$ cat src/rtl/a2d_pkg.sv
// Shared types and constants for the ADC128S conversion scheduler.
package a2d_pkg;

  typedef enum logic [2:0] {
    IDLE,
    CMD,
    GAP,
    READ,
    UPDATE
  } a2d_state_e;

  localparam logic [2:0] CH_LFT_DEF   = 3'd0;
  localparam logic [2:0] CH_RGHT_DEF  = 3'd4;
  localparam logic [2:0] CH_STEER_DEF = 3'd5;
  localparam logic [2:0] CH_BATT_DEF  = 3'd6;

  function automatic logic [15:0] cmd_word(input logic [2:0] chnl);
    return {2'b00, chnl, 11'h000};
  endfunction

endpackage

$ cat src/rtl/a2d_gap_timer.sv
// Loadable down-counter timing the SS_n-high gap between command and read.
module a2d_gap_timer #(
  parameter int unsigned W = 4
) (
  input  logic         clk,
  input  logic         rst_n,
  input  logic         load,
  input  logic [W-1:0] load_val,
  input  logic         dec,
  output logic         zero
);

  logic [W-1:0] cnt_q, cnt_d;

  always_comb begin
    cnt_d = cnt_q;
    if (load)
      cnt_d = load_val;
    else if (dec && cnt_q != '0)
      cnt_d = cnt_q - 1'b1;
  end

  always_ff @(posedge clk or negedge rst_n) begin
    if (!rst_n) cnt_q <= '0;
    else        cnt_q <= cnt_d;
  end

  // Flags the decrement that lands on zero, so a load of N yields N gap cycles.
  assign zero = (cnt_q <= W'(1));

endmodule

$ cat src/rtl/a2d_conv_sched.sv
// Round-robin conversion scheduler driving the shared SPI master for the A2D.
module a2d_conv_sched
  import a2d_pkg::*;
#(
  parameter logic [2:0] CH_LFT   = CH_LFT_DEF,
  parameter logic [2:0] CH_RGHT  = CH_RGHT_DEF,
  parameter logic [2:0] CH_STEER = CH_STEER_DEF,
  parameter logic [2:0] CH_BATT  = CH_BATT_DEF,
  parameter logic [3:0] GAP_CYC  = 4'd4
) (
  input  logic        clk,
  input  logic        rst_n,
  input  logic        nxt,
  input  logic        spi_done,
  input  logic [15:0] spi_rd_data,
  output logic        spi_wrt,
  output logic [15:0] spi_wt_data,
  output logic [11:0] lft_ld,
  output logic [11:0] rght_ld,
  output logic [11:0] steer_pot,
  output logic [11:0] batt,
  output logic        busy,
  output logic        ovr
);

  a2d_state_e  state_q, state_d;
  logic [1:0]  rr_q, rr_d;
  logic        spi_wrt_q, spi_wrt_d;
  logic [15:0] wt_q, wt_d;
  logic        busy_q, busy_d;
  logic        ovr_q, ovr_d;
  logic [11:0] lft_q, lft_d, rght_q, rght_d, steer_q, steer_d, batt_q, batt_d;
  logic        tmr_load, tmr_dec, tmr_zero;
  logic [2:0]  chnl;
  logic [3:0]  unused_rd_hi;

  assign unused_rd_hi = spi_rd_data[15:12];

  a2d_gap_timer #(.W(4)) u_gap_timer (
    .clk      (clk),
    .rst_n    (rst_n),
    .load     (tmr_load),
    .load_val (GAP_CYC),
    .dec      (tmr_dec),
    .zero     (tmr_zero)
  );

  always_comb begin
    case (rr_q)
      2'd0:    chnl = CH_LFT;
      2'd1:    chnl = CH_RGHT;
      2'd2:    chnl = CH_STEER;
      default: chnl = CH_BATT;
    endcase
  end

  always_comb begin
    state_d   = state_q;
    rr_d      = rr_q;
    spi_wrt_d = 1'b0;
    wt_d      = wt_q;
    busy_d    = busy_q;
    ovr_d     = ovr_q | (nxt && state_q != IDLE);
    lft_d     = lft_q;
    rght_d    = rght_q;
    steer_d   = steer_q;
    batt_d    = batt_q;
    tmr_load  = 1'b0;
    tmr_dec   = 1'b0;
    case (state_q)
      IDLE: begin
        if (nxt) begin
          spi_wrt_d = 1'b1;
          wt_d      = cmd_word(chnl);
          busy_d    = 1'b1;
          state_d   = CMD;
        end
      end
      CMD: begin
        if (spi_done) begin
          tmr_load = 1'b1;
          state_d  = GAP;
        end
      end
      GAP: begin
        tmr_dec = 1'b1;
        if (tmr_zero) begin
          spi_wrt_d = 1'b1;
          wt_d      = '0;
          state_d   = READ;
        end
      end
      READ: begin
        if (spi_done) begin
          case (rr_q)
            2'd0:    lft_d   = spi_rd_data[11:0];
            2'd1:    rght_d  = spi_rd_data[11:0];
            2'd2:    steer_d = spi_rd_data[11:0];
            default: batt_d  = spi_rd_data[11:0];
          endcase
          state_d = UPDATE;
        end
      end
      UPDATE: begin
        rr_d    = rr_q + 2'd1;
        busy_d  = 1'b0;
        state_d = IDLE;
      end
      default: state_d = IDLE;
    endcase
  end

  always_ff @(posedge clk or negedge rst_n) begin
    if (!rst_n) begin
      state_q   <= IDLE;
      rr_q      <= '0;
      spi_wrt_q <= 1'b0;
      wt_q      <= '0;
      busy_q    <= 1'b0;
      ovr_q     <= 1'b0;
      lft_q     <= '0;
      rght_q    <= '0;
      steer_q   <= '0;
      batt_q    <= '0;
    end else begin
      state_q   <= state_d;
      rr_q      <= rr_d;
      spi_wrt_q <= spi_wrt_d;
      wt_q      <= wt_d;
      busy_q    <= busy_d;
      ovr_q     <= ovr_d;
      lft_q     <= lft_d;
      rght_q    <= rght_d;
      steer_q   <= steer_d;
      batt_q    <= batt_d;
    end
  end

  assign spi_wrt     = spi_wrt_q;
  assign spi_wt_data = wt_q;
  assign busy        = busy_q;
  assign ovr         = ovr_q;
  assign lft_ld      = lft_q;
  assign rght_ld     = rght_q;
  assign steer_pot   = steer_q;
  assign batt        = batt_q;

endmodule

$ cat config.mk
export PLATFORM = sky130hd
export DESIGN_NAME = a2d_conv_sched
export DESIGN_NICKNAME = d
export VERILOG_FILES = /design/src/rtl/a2d_pkg.sv /design/src/rtl/a2d_gap_timer.sv /design/src/rtl/a2d_conv_sched.sv
export SDC_FILE = /design/constraint.sdc
export NUM_CORES = 1
export LEC_CHECK = 0
export BUFFER_PORTS_ARGS = -buffer_cell sky130_fd_sc_hd__buf_2
export CAP_MARGIN = 20
export CELL_PAD_IN_SITES_DETAIL_PLACEMENT = 0
export CELL_PAD_IN_SITES_GLOBAL_PLACEMENT = 2
export CORE_ASPECT_RATIO = 0.5
export CORE_MARGIN = 2
export CORE_UTILIZATION = 37
export CTS_CLUSTER_DIAMETER = 200
export DETAILED_ROUTE_END_ITERATION = 8
export MAX_ROUTING_LAYER = met4
export PLACE_DENSITY_LB_ADDON = 0.1
export SETUP_SLACK_MARGIN = 0.15
export SLEW_MARGIN = 20
export SYNTH_ARGS = -nofsm -noshare
export SYNTH_HDL_FRONTEND = slang
export SYNTH_SLANG_ARGS = --single-unit
$ cat constraint.sdc
create_clock -name clk -period 4.1 [get_ports clk]
set_input_delay 0.82 -clock clk [delete_from_list [all_inputs] [get_ports clk]]
set_output_delay 0.82 -clock clk [all_outputs]
set_load 0.02 [all_outputs]
==> metrics.md, run 1 <==
| Metric | Value |
|---|---|
| Outcome | completed |
| DIE HEIGHT | between 60 and 70 um |
| Worst R2R Start | u_gap_timer.cnt_q[0] |
| Total CTS buffers | 9 |
| Worst-path fanout max | 2 |
| CP delay by family, top | flip-flops |
| Final wirelength | 5.516 mm |
| Crit-path slowest cell | dfrtp_1 |
| Post-route minimum period | approximately 1.7 ns |
| Period utilisation layout | between 40% and 50% |
| Main combinational cell family by area after synthesis | multiplexers |
| Width of the chip | between 100 and 150 um |
| Area of the die | 8372 um2 |
| Vias in the first global route | 1755 |
| R2r endpoint | u_gap_timer.cnt_q[1] |
| Wire per inst | 15.24 um |
| # setup viols final | 0 |
| Maxcap violations | 0 |
| Ys async rst share | 100.0% |
| Final instance area | 3511 um2 |
| Hold Vio Cnt, Final | 0 |
| Number of synthesized flops with an enable pin | 0 |
| Top cells by count, synth | dfrtp_1, mux2_4, mux2_2 |
| Largest net degree at the start of global routing | 39 |
| Fmax | approximately 0.6 GHz |
| IO Pins | 87 |
| Worst EP arrival | ~0.88 ns |
| CTS clock-pin slew for the worst setup and hold paths | roughly 0.050 ns |
| Post-Synthesis Cells | around 190 |
| Non-Filler Instances | about 360 |
| Top-area cell type share of the netlist area | 55.95% |
| Hold Path Depth | 1 |
| Antenna Nets Post-Route | 0 |
| Initial antenna violation count | 0 |
| Critical setup path kind | reg2out |
| Post-Synth Simple-Gate Area | 5.906% |
| Synthesized area | ~2800 um2 |
| Yosys cell types | 33 |
| Post-CTS setup buffers | 0 |
| Fill cells | ~670 |
| Initial DRC count | 71 |
| Most common cell in the netlist | dfrtp_1 |
| Compound-cell area share of the yosys netlist | 3.730% |
| Critical Path RT | approximately 3.3 ns |
| TritonCTS Sinks | 63 |
| CP Capture Type | output port |
| Post-synthesis mux area share | between 20% and 30% |
| Max_slew headroom | 45.14% |
| IO Port Bufs | just under 70 |
| Worst hold path type | reg2reg |
| CP bufs+invs | 1 |
| Worst hold endpoint | ovr |
| Avg Cell Area, Syn | 14.99 um2 |
| Reg2reg setup slack | roughly 2.5 ns |
| RSZ-0062 raised after global routing | false |
| Critical Path Stages | 1 |
| Clk Latency, worst-skew pair | approximately 0.33 ns |
| CTS tree | yes |
| Max stage delay on crit path | roughly 0.4 ns |
| Post-Synth Adder-Cell Area | approximately 3.1% |
| Clk buf depth | 2 |
| FF+latch area | ~1600 um2 |
| Static leakage | around 1.9 nW |
| Final TNS setup | 0 ns |
| Core ar. | approximately 7300 um2 |
| Final GP Congestion | a little under 0.7 |
| Startpoint Class | flip-flop |
| H-tree levels | 3 |
| R2r worst-path depth | 4 |
| PD cells | around 830 nW/um2 |
| Least-Margin Pin Slew | about 0.82 ns |
| Area of the multi-input gates | about 1100 um2 |
| Vias | roughly 1.7k |
| Worst Skew | approximately 0.0033 ns |
| #FFs+latches synth | between 60 and 70 |
| Clock tree root buffer cell | clkbuf_16 |
| Post-DP HPWL | between 3 and 4 mm |
| Antenna Cells | 0 |
| Hold buffers post-CTS | 0 |
| GRT Total Usage | between 10% and 20% |
| Nets | ~290 |
| Rows | 22 |
| GR Overflow Total | 0 |
| Min-delay src | ovr |
| Sequential area share after synthesis | 55.95% |
| Synth area leaders | dfrtp_1, mux2_4, mux2_2 |
| First-pass GRT wire length | ~9.1 mm |
| Main flop type after synthesis | dfrtp_1 |
| Pre-Repair DR Iteration Count | 4 |
| Initial core utilization | 38.34% |
| Placement Cell Area | roughly 3200 um2 |
| Post-Place Cells | 347 |
| DR vias/cell | 4.666 |
| Fraction of layout cells with a size suffix above 1 | a little over half |
| Synth Area in XOR/XNOR | less than 1% |
| Slew Viols, Final | 0 |
| Critical Path, Cell by Cell | buf_2 |
| Syn-to-layout area delta | 24.60% |
| # DRC | 0 |
| Post-CTS Resized | 0 |
| Largest area contributor in the netlist | dfrtp_1 |
| Yosys warns | 0 |
| Worst IR Drop VDD | about 0.00039 V |
[worst max path at each step]
stage                 start       endpoint  slack (ns)
3_5_place_dp       spi_done   steer_pot[5]        2.13
3_3_place_gp       spi_done  steer_pot[10]        2.14
6_report         rght_ld[7]     rght_ld[7]        2.40
2_1_floorplan      spi_done  steer_pot[10]        2.36
5_1_grt        steer_pot[8]   steer_pot[8]        2.36
4_1_cts          rght_ld[7]     rght_ld[7]        2.39
[worst register-to-register path, delay by kind of cell (launching register included)]
family / cells / cell delay [ns]
AO/OA/AOI/OAI: 1 / 0.29
adder cells (fa/ha/maj): 1 / 0.21
buffers and inverters: 1 / 0.11
AND/OR/NAND/NOR: 1 / 0.51
flip-flops: 1 / 0.39
[stage by stage]
step | worst slack, ns | util [%] | hold slack [ns] | total power [mW]
after floorplan | 2.356 | - | 0.4755 | 1.797
after global placement | 2.141 | 43.31 | 0.4437 | 2.087
after detailed placement | 2.126 | 43.31 | 0.4514 | 2.107
after CTS | 2.389 | 47.77 | 0.4637 | 2.970
after global routing | 2.362 | 47.77 | 0.4706 | 3.111
final | 2.399 | 47.77 | 0.4542 | 2.931
[where the power goes]
part           internal (mW)  switching (mW)
Sequential             0.869           0.162
Combinational          0.488           0.569
Clock                  0.589           0.255
Total                   1.95           0.986
[layout by cell type, fill, tap and decap left out, types with 2 or more instances in the layout]
| cell type | n |
|---|---|
| clkbuf_1 | 2 |
| mux2_4 | 30 |
| bufinv_16 | 3 |
| mux2_2 | 19 |
| a31oi_1 | 2 |
| buf_4 | 2 |
| nor2_1 | 5 |
| inv_1 | 7 |
| conb_1 | 13 |
| a22o_1 | 3 |
| buf_2 | 69 |
| nand2_4 | 3 |
| a311oi_1 | 2 |
| clkbuf_16 | 9 |
| nand2_1 | 2 |
| ha_1 | 7 |
| a21oi_1 | 4 |
| dfrtp_1 | 63 |
| xnor2_1 | 2 |
| nand3_1 | 3 |
[kinds of logic (layout without fill, tap and decap cells)]
logic type	count (synthesis)	count (layout)
flip-flops	63	63
other	1	13
buffers and inverters	27	93
AND/OR/NAND/NOR	23	23
multiplexers	50	50
AO/OA/AOI/OAI	15	15
XOR/XNOR	2	2
adder cells (fa/ha/maj)	7	7
[final cells by class]
cell class,instances,area share [%]
Sequential cell,63,44.90
Tap cell,96,3.421
Clock inverter,4,2.708
Multi-Input combinational cell,110,31.33
Inverter,7,0.7484
Clock buffer,11,6.629
Timing Repair Buffer,71,10.26
[flip-flops by register name, indices dropped and copies added (netlist names)]
signal / count
rr_q: 2
ovr: 1
busy: 1
spi_wt_data: 3
state_q: 3
steer_pot: 12
spi_wrt: 1
lft_ld: 12
rght_ld: 12
u_gap_timer.cnt_q: 4
batt: 12
[routing by layer]
layer / share of wire (%) / track usage, % / vias up
met5: 0 / - / -
met4: 1.8 / 6.593 / 0
met1: 47 / 18.90 / 844
met3: 6.1 / 6.759 / 9
met2: 45 / 21.79 / 56
li1: - / - / 780
No activity file was read; power rests on OpenSTA's default activity.
==> inputs of run 2 (changes only) <==
Settings changed: CORE_UTILIZATION 37 to 34.
Clock period 4.1 ns to 1.65 ns, I/O delays scaled along.
==> metrics.md, run 2 (synthesis gave the netlist of run 1 again) <==
| Metric | Value |
|---|---|
| GRT Total Usage | 14.44% (-0.83 points) |
| Area of the die | 9075 um2 (+8.4%) |
| Final TNS setup | 0 ns (unchanged) |
| Maxcap violations | 0 (unchanged) |
| Total power | 7.321 mW (+150%) |
| PD cells | 2005 nW/um2 (+140%) |
| Hold buffers post-CTS | 0 (unchanged) |
| Commonest non-fill, non-tap cells in the layout | buf_2, dfrtp_1, mux2_4 |
| DR vias/cell | 4.441 (-4.8%) |
| Clk Latency, worst-skew pair | 0.33 ns (about the same) |
| Switch share | 35.43% (+1.8 points) |
| Fraction of layout cells with a size suffix above 1 | 58.57% (+5.6 points) |
| Wire per inst | 15.06 um (-1.2%) |
| # DRC | 0 (unchanged) |
| Fill cells | 750 (+12%) |
| R2r endpoint | u_gap_timer.cnt_q[0] |
| Post-route minimum period | about 1.5 ns |
| Critical Path RT | 1.91 ns (-1.37 ns) |
| Max stage delay on crit path | 0.41 ns (+0.02 ns) |
| First-pass GRT wire length | 9.266 mm (+1.8%) |
| Worst R2R Start | u_gap_timer.cnt_q[0] |
| CTS tree | yes |
| # setup viols final | 0 (unchanged) |
| Critical setup path kind | reg2reg |
| R2r worst-path depth | 5 (+1) |
| DIE HEIGHT | 68.37 um (+4.1%) |
| Post-DP HPWL | 3.875 mm (+5.5%) |
| Static leakage | 1.975 nW (+3.0%) |
| Worst hold path type | in2async |
| Syn-to-layout area delta | 29.57% |
| Worst EP arrival | 1.71 ns (+0.83 ns) |
| Fmax | around 0.69 GHz |
| Area of the multi-input gates | 1129 um2 (+2.6%) |
| TritonCTS Sinks | 63 (unchanged) |
| Outcome | completed |
| Antenna Cells | 0 (unchanged) |
| IO Port Bufs | 69 (unchanged) |
| Final wirelength | 5.903 mm (+7.0%) |
| Initial core utilization | 35.09% (-3.2 points) |
| IO Pins | 87 (unchanged) |
| RSZ-0062 raised after global routing | true |
| Sequential power share | 35.0% (about the same) |
| Slew Viols, Final | 0 (unchanged) |
| Final GP Congestion | 0.7214 (+4.7%) |
| Pre-Repair DR Iteration Count | 4 (unchanged) |
| GR Overflow Total | 0 (unchanged) |
| Worst IR Drop VDD | 0.0006300 V (+63%) |
| CP Capture Type | flip-flop |
| Int Pwr | 4.727 mW (+140%) |
| Rows | 23 (+4.5%) |
| Logic pwr share | 39.9% (+3.8 points) |
| Worst-path fanout max | 5 (+3) |
| Switch Pwr | 2.593 mW (+160%) |
| FF+latch area | 1579 um2 (+0.16%) |
| Vias in the first global route | 1717 (-2.2%) |
| Crit-path slowest cell | dfrtp_1 |
| Vias | 1741 (+3.1%) |
| Worst Skew | 0.006346 ns (+0.003018 ns) |
| Clock tree root buffer cell | clkbuf_16 |
| Initial DRC count | 65 (-8.5%) |
| Core ar. | 8029 um2 (+9.2%) |
| Nets | 302 (+4.5%) |
| Clock Power Share | 25.1% (-3.7 points) |
| Most common cell after layout, fill and taps aside | buf_2 |
| Total CTS buffers | 9 (unchanged) |
| Clk buf depth | 2 (unchanged) |
| Largest net degree at the start of global routing | 64 (+64%) |
| H-tree levels | 3 (unchanged) |
| WHS | 0.009467 ns (-0.4447 ns) |
| Reg2reg setup slack | 0.20 ns (-2.29 ns) |
| Period utilisation layout | around nine tenths |
| Critical Path, Cell by Cell | inv_2, ha_4, or3b_4, a21o_1, a21oi_2 |
| Antenna Nets Post-Route | 0 (unchanged) |
| Width of the chip | 132.7 um (+4.2%) |
| CTS clock-pin slew for the worst setup and hold paths | 0.05 ns (about the same) |
| Startpoint Class | flip-flop |
| Hold Vio Cnt, Final | 0 (unchanged) |
| Initial antenna violation count | 0 (unchanged) |
run 2: cell type report:
type,count,share of cell area (%)
clock buffers,10,6.271
clock inverters,6,1.679
inverters,7,0.7197
multi-input cells,110,30.91
flip-flops and latches,63,43.25
well taps,112,3.838
repair buffers,84,13.33
run 2: stage by stage:
step,worst slack [ns],util (%),cell area (um2),instances
6_report,0.1960,45.47,3651,392
2_1_floorplan,0.1563,-,2863,200
3_3_place_gp,0.07088,40.70,3268,370
5_1_grt,0.1225,45.47,3651,392
4_1_cts,0.1395,44.72,3591,388
3_5_place_dp,0.05269,40.70,3268,370
run 2: how the worst max path moves through the flow:
stage | slack, ns | depth (start not counted) | start | end
6_report | 0.20 | 5 | u_gap_timer.cnt_q[0] | u_gap_timer.cnt_q[0]
5_1_grt | 0.12 | 5 | rr_q[1] | batt[11]
4_1_cts | 0.14 | 5 | u_gap_timer.cnt_q[0] | u_gap_timer.cnt_q[0]
3_5_place_dp | 0.05 | 5 | u_gap_timer.cnt_q[0] | u_gap_timer.cnt_q[0]
3_3_place_gp | 0.07 | 3 | state_q[0] | steer_pot[4]
2_1_floorplan | 0.16 | 5 | u_gap_timer.cnt_q[0] | u_gap_timer.cnt_q[0]
run 2: critical path, delay by kind of cell (launching register included):
| kind | cells | cell delay [ns] |
|---|---|---|
| flops | 1 | 0.41 |
| simple gates | 1 | 0.41 |
| compound gates | 2 | 0.31 |
| fa+ha+maj | 1 | 0.15 |
| buf+inv | 1 | 0.10 |
run 2: layer usage:
layer / share of wire [%] / GRT usage [%] / vias to the layer above
met1: 45 / 17.22 / 883
met2: 48 / 22.28 / 49
met3: 5.3 / 4.963 / 10
met5: 0 / - / -
met4: 1.8 / 7.258 / 0
li1: - / - / 799
run 2: power by group through the flow:
stage | logic (mW) | registers, mW | clock network, mW
6_report | 2.92 | 2.57 | 1.84
3_5_place_dp | 2.79 | 2.57 | 0
3_3_place_gp | 2.74 | 2.55 | 0
4_1_cts | 2.80 | 2.57 | 1.89
2_1_floorplan | 1.35 | 3.12 | 0
5_1_grt | 3.14 | 2.65 | 1.96
run 2: what timing repair did:
action                                 4_1_cts  5_1_grt
endpoints found under the hold margin        0        0
buffers inserted                             2        4
setup endpoints to repair                   51       53
pin swaps                                    1        1
gates resized for setup                      3        8
==> inputs of run 3 (changes only) <==
Settings changed: REMOVE_ABC_BUFFERS set to 1.
==> metrics.md, run 3 (synthesis gave the netlist of run 1 again) <==
| Metric | Value |
|---|---|
| Outcome | finished with violations |
| Failing checks | negative hold slack |
| First-pass GRT wire length | 9.197 mm (-0.74%) |
| Final TNS setup | 0 ns (unchanged) |
| Most common cell after layout, fill and taps aside | buf_2 |
| Initial DRC count | 92 (+42%) |
| Nets | 305 (+0.99%) |
| Critical Path RT | 1.87 ns (-0.04 ns) |
| Initial antenna violation count | 0 (unchanged) |
| DR vias/cell | 4.390 (-1.2%) |
| Worst hold path type | in2async |
| Post-route minimum period | 1.455 ns (+0.001255 ns) |
| Core ar. | 8029 um2 (unchanged) |
| Syn-to-layout area delta | 33.26% |
| # setup viols final | 0 (unchanged) |
| Critical setup path kind | reg2reg |
| PD cells | 2032 nW/um2 (+1.3%) |
| Rows | 23 (unchanged) |
| Max stage delay on crit path | 0.46 ns (+0.05 ns) |
| Fraction of layout cells with a size suffix above 1 | 60.42% (+1.9 points) |
| Total CTS buffers | 9 (unchanged) |
| IO Pins | 87 (unchanged) |
| DIE HEIGHT | 68.37 um (unchanged) |
| Vias | 1734 (-0.40%) |
| Hold buffers post-CTS | 0 (unchanged) |
| Width of the chip | 132.7 um (unchanged) |
| GR Overflow Total | 0 (unchanged) |
| CTS tree | yes |
| Worst-path fanout max | 8 (+3) |
| Fmax | 0.6871 GHz (about the same) |
| Initial core utilization | 35.09% (unchanged) |
| # DRC | 0 (unchanged) |
| Slew Viols, Final | 0 (unchanged) |
| Clk Latency, worst-skew pair | 0.33 ns (about the same) |
| Worst IR Drop VDD | 0.0006808 V (+8.1%) |
| Antenna Cells | 0 (unchanged) |
| WHS | -0.005092 ns (-0.01456 ns) |
| IO Port Bufs | 69 (unchanged) |
| Total power | 7.629 mW (+4.2%) |
| Antenna Nets Post-Route | 0 (unchanged) |
| H-tree levels | 3 (unchanged) |
| R2r worst-path depth | 5 (unchanged) |
| Wire per inst | 14.91 um (-0.96%) |
| Crit-path slowest cell | dfrtp_2 |
| Final instance area | 3755 um2 (+2.8%) |
| Placement Cell Area | 3276 um2 (+0.23%) |
| GRT Total Usage | 14.54% (+0.10 points) |
| TritonCTS Sinks | 63 (unchanged) |
| Area of the die | 9075 um2 (unchanged) |
| Cell mode on critical path | buf_4 |
| Clk buf depth | 2 (unchanged) |
| Startpoint Class | flip-flop |
| Final wirelength | 5.891 mm (-0.20%) |
| Period utilisation layout | 88.20% (about the same) |
| Worst EP arrival | 1.68 ns (-0.03 ns) |
| RSZ-0062 raised after global routing | true |
| Post-DP HPWL | 3.843 mm (-0.83%) |
| Pre-Repair DR Iteration Count | 4 (unchanged) |
| CTS clock-pin slew for the worst setup and hold paths | 0.05 ns (about the same) |
| Critical Path, Cell by Cell | buf_4, nor4b_4, a31oi_4, buf_4, a22o_1 |
| Clock tree root buffer cell | clkbuf_16 |
| Worst Skew | 0.003540 ns (-0.002806 ns) |
| Hold Vio Cnt, Final | 4 (+4) |
| Largest net degree at the start of global routing | 64 (unchanged) |
| CP Capture Type | flip-flop |
| Final GP Congestion | 0.7167 (-0.65%) |
| Static leakage | 1.972 nW (-0.17%) |
| Vias in the first global route | 1735 (+1.0%) |
| Maxcap violations | 0 (unchanged) |
| Commonest non-fill, non-tap cells in the layout | buf_2, dfrtp_1, mux2_4 |
==> run 3: changes by cell type in the layout (fill, tap and decap cells not counted), sizes merged <==
cell / change
buf: +3
clkbuf: +3
clkinv: -2
clkinvlp: -1
==> run 3: final timing paths <==
path | start | to | slack, ns
min in group clk | spi_done | state_q[0] | 0.26
hold / removal | rst_n | lft_ld[5] | -0.005
hold reg to reg | ovr | ovr | 0.47
setup / recovery | state_q[1] | spi_wt_data[13] | 0.19
max in group asynchronous | rst_n | state_q[1] | 1.34
setup reg to reg | state_q[1] | spi_wt_data[13] | 0.19
==> run 3: cell type report <==
cell class	instances	area [um2]
clock inverter	3	40.04
tap	112	140.1
timing repair buffer	87	500.5
inverter	7	26.28
multi-input combinational	110	1199
fill	757	4274
clock buffer	13	270.3
sequential	63	1579
==> run 3: power by group <==
group / leakage [nW] / total (mW) / internal [mW] / switching, mW
registers: 0.798 / 2.56 / 2.16 / 0.395
logic: 1.02 / 3.12 / 1.51 / 1.61
clock network: 0.156 / 1.95 / 1.29 / 0.664
==> run 3: repair_timing <==
item	CTS	global route
setup buffers	0	8
pin swaps	0	3
resized for setup	8	16
endpoints found under the setup margin	55	55
==> run 3: critical path, delay by kind of cell, from the launching register on <==
| kind | cells | cell delay, ns |
|---|---|---|
| flops | 1 | 0.46 |
| simple gates | 1 | 0.34 |
| buf+inv | 2 | 0.33 |
| compound gates | 2 | 0.23 |
==> run 3: per-layer routing <==
metal,wire (um),global-route usage (%),part of all wire (%),vias to the layer above
met5,0,-,0,-
met4,85,5.645,1.4,0
met3,429,7.333,7.3,9
met2,2621,21.83,44,60
met1,2755,16.89,47,858
li1,-,-,-,807
==> run 3: per-stage QoR <==
stage / cells / setup WS [ns] / hold slack [ns] / util [%]
floorplan: 180 / -0.05466 / 0.03441 / -
global placement: 371 / 0.07322 / 0.3689 / 40.80
detailed placement: 371 / 0.03086 / 0.3718 / 40.80
CTS: 387 / 0.1442 / 0.01506 / 44.97
global route: 395 / 0.1223 / 0.009919 / 46.77
finish: 395 / 0.1947 / -0.005092 / 46.77
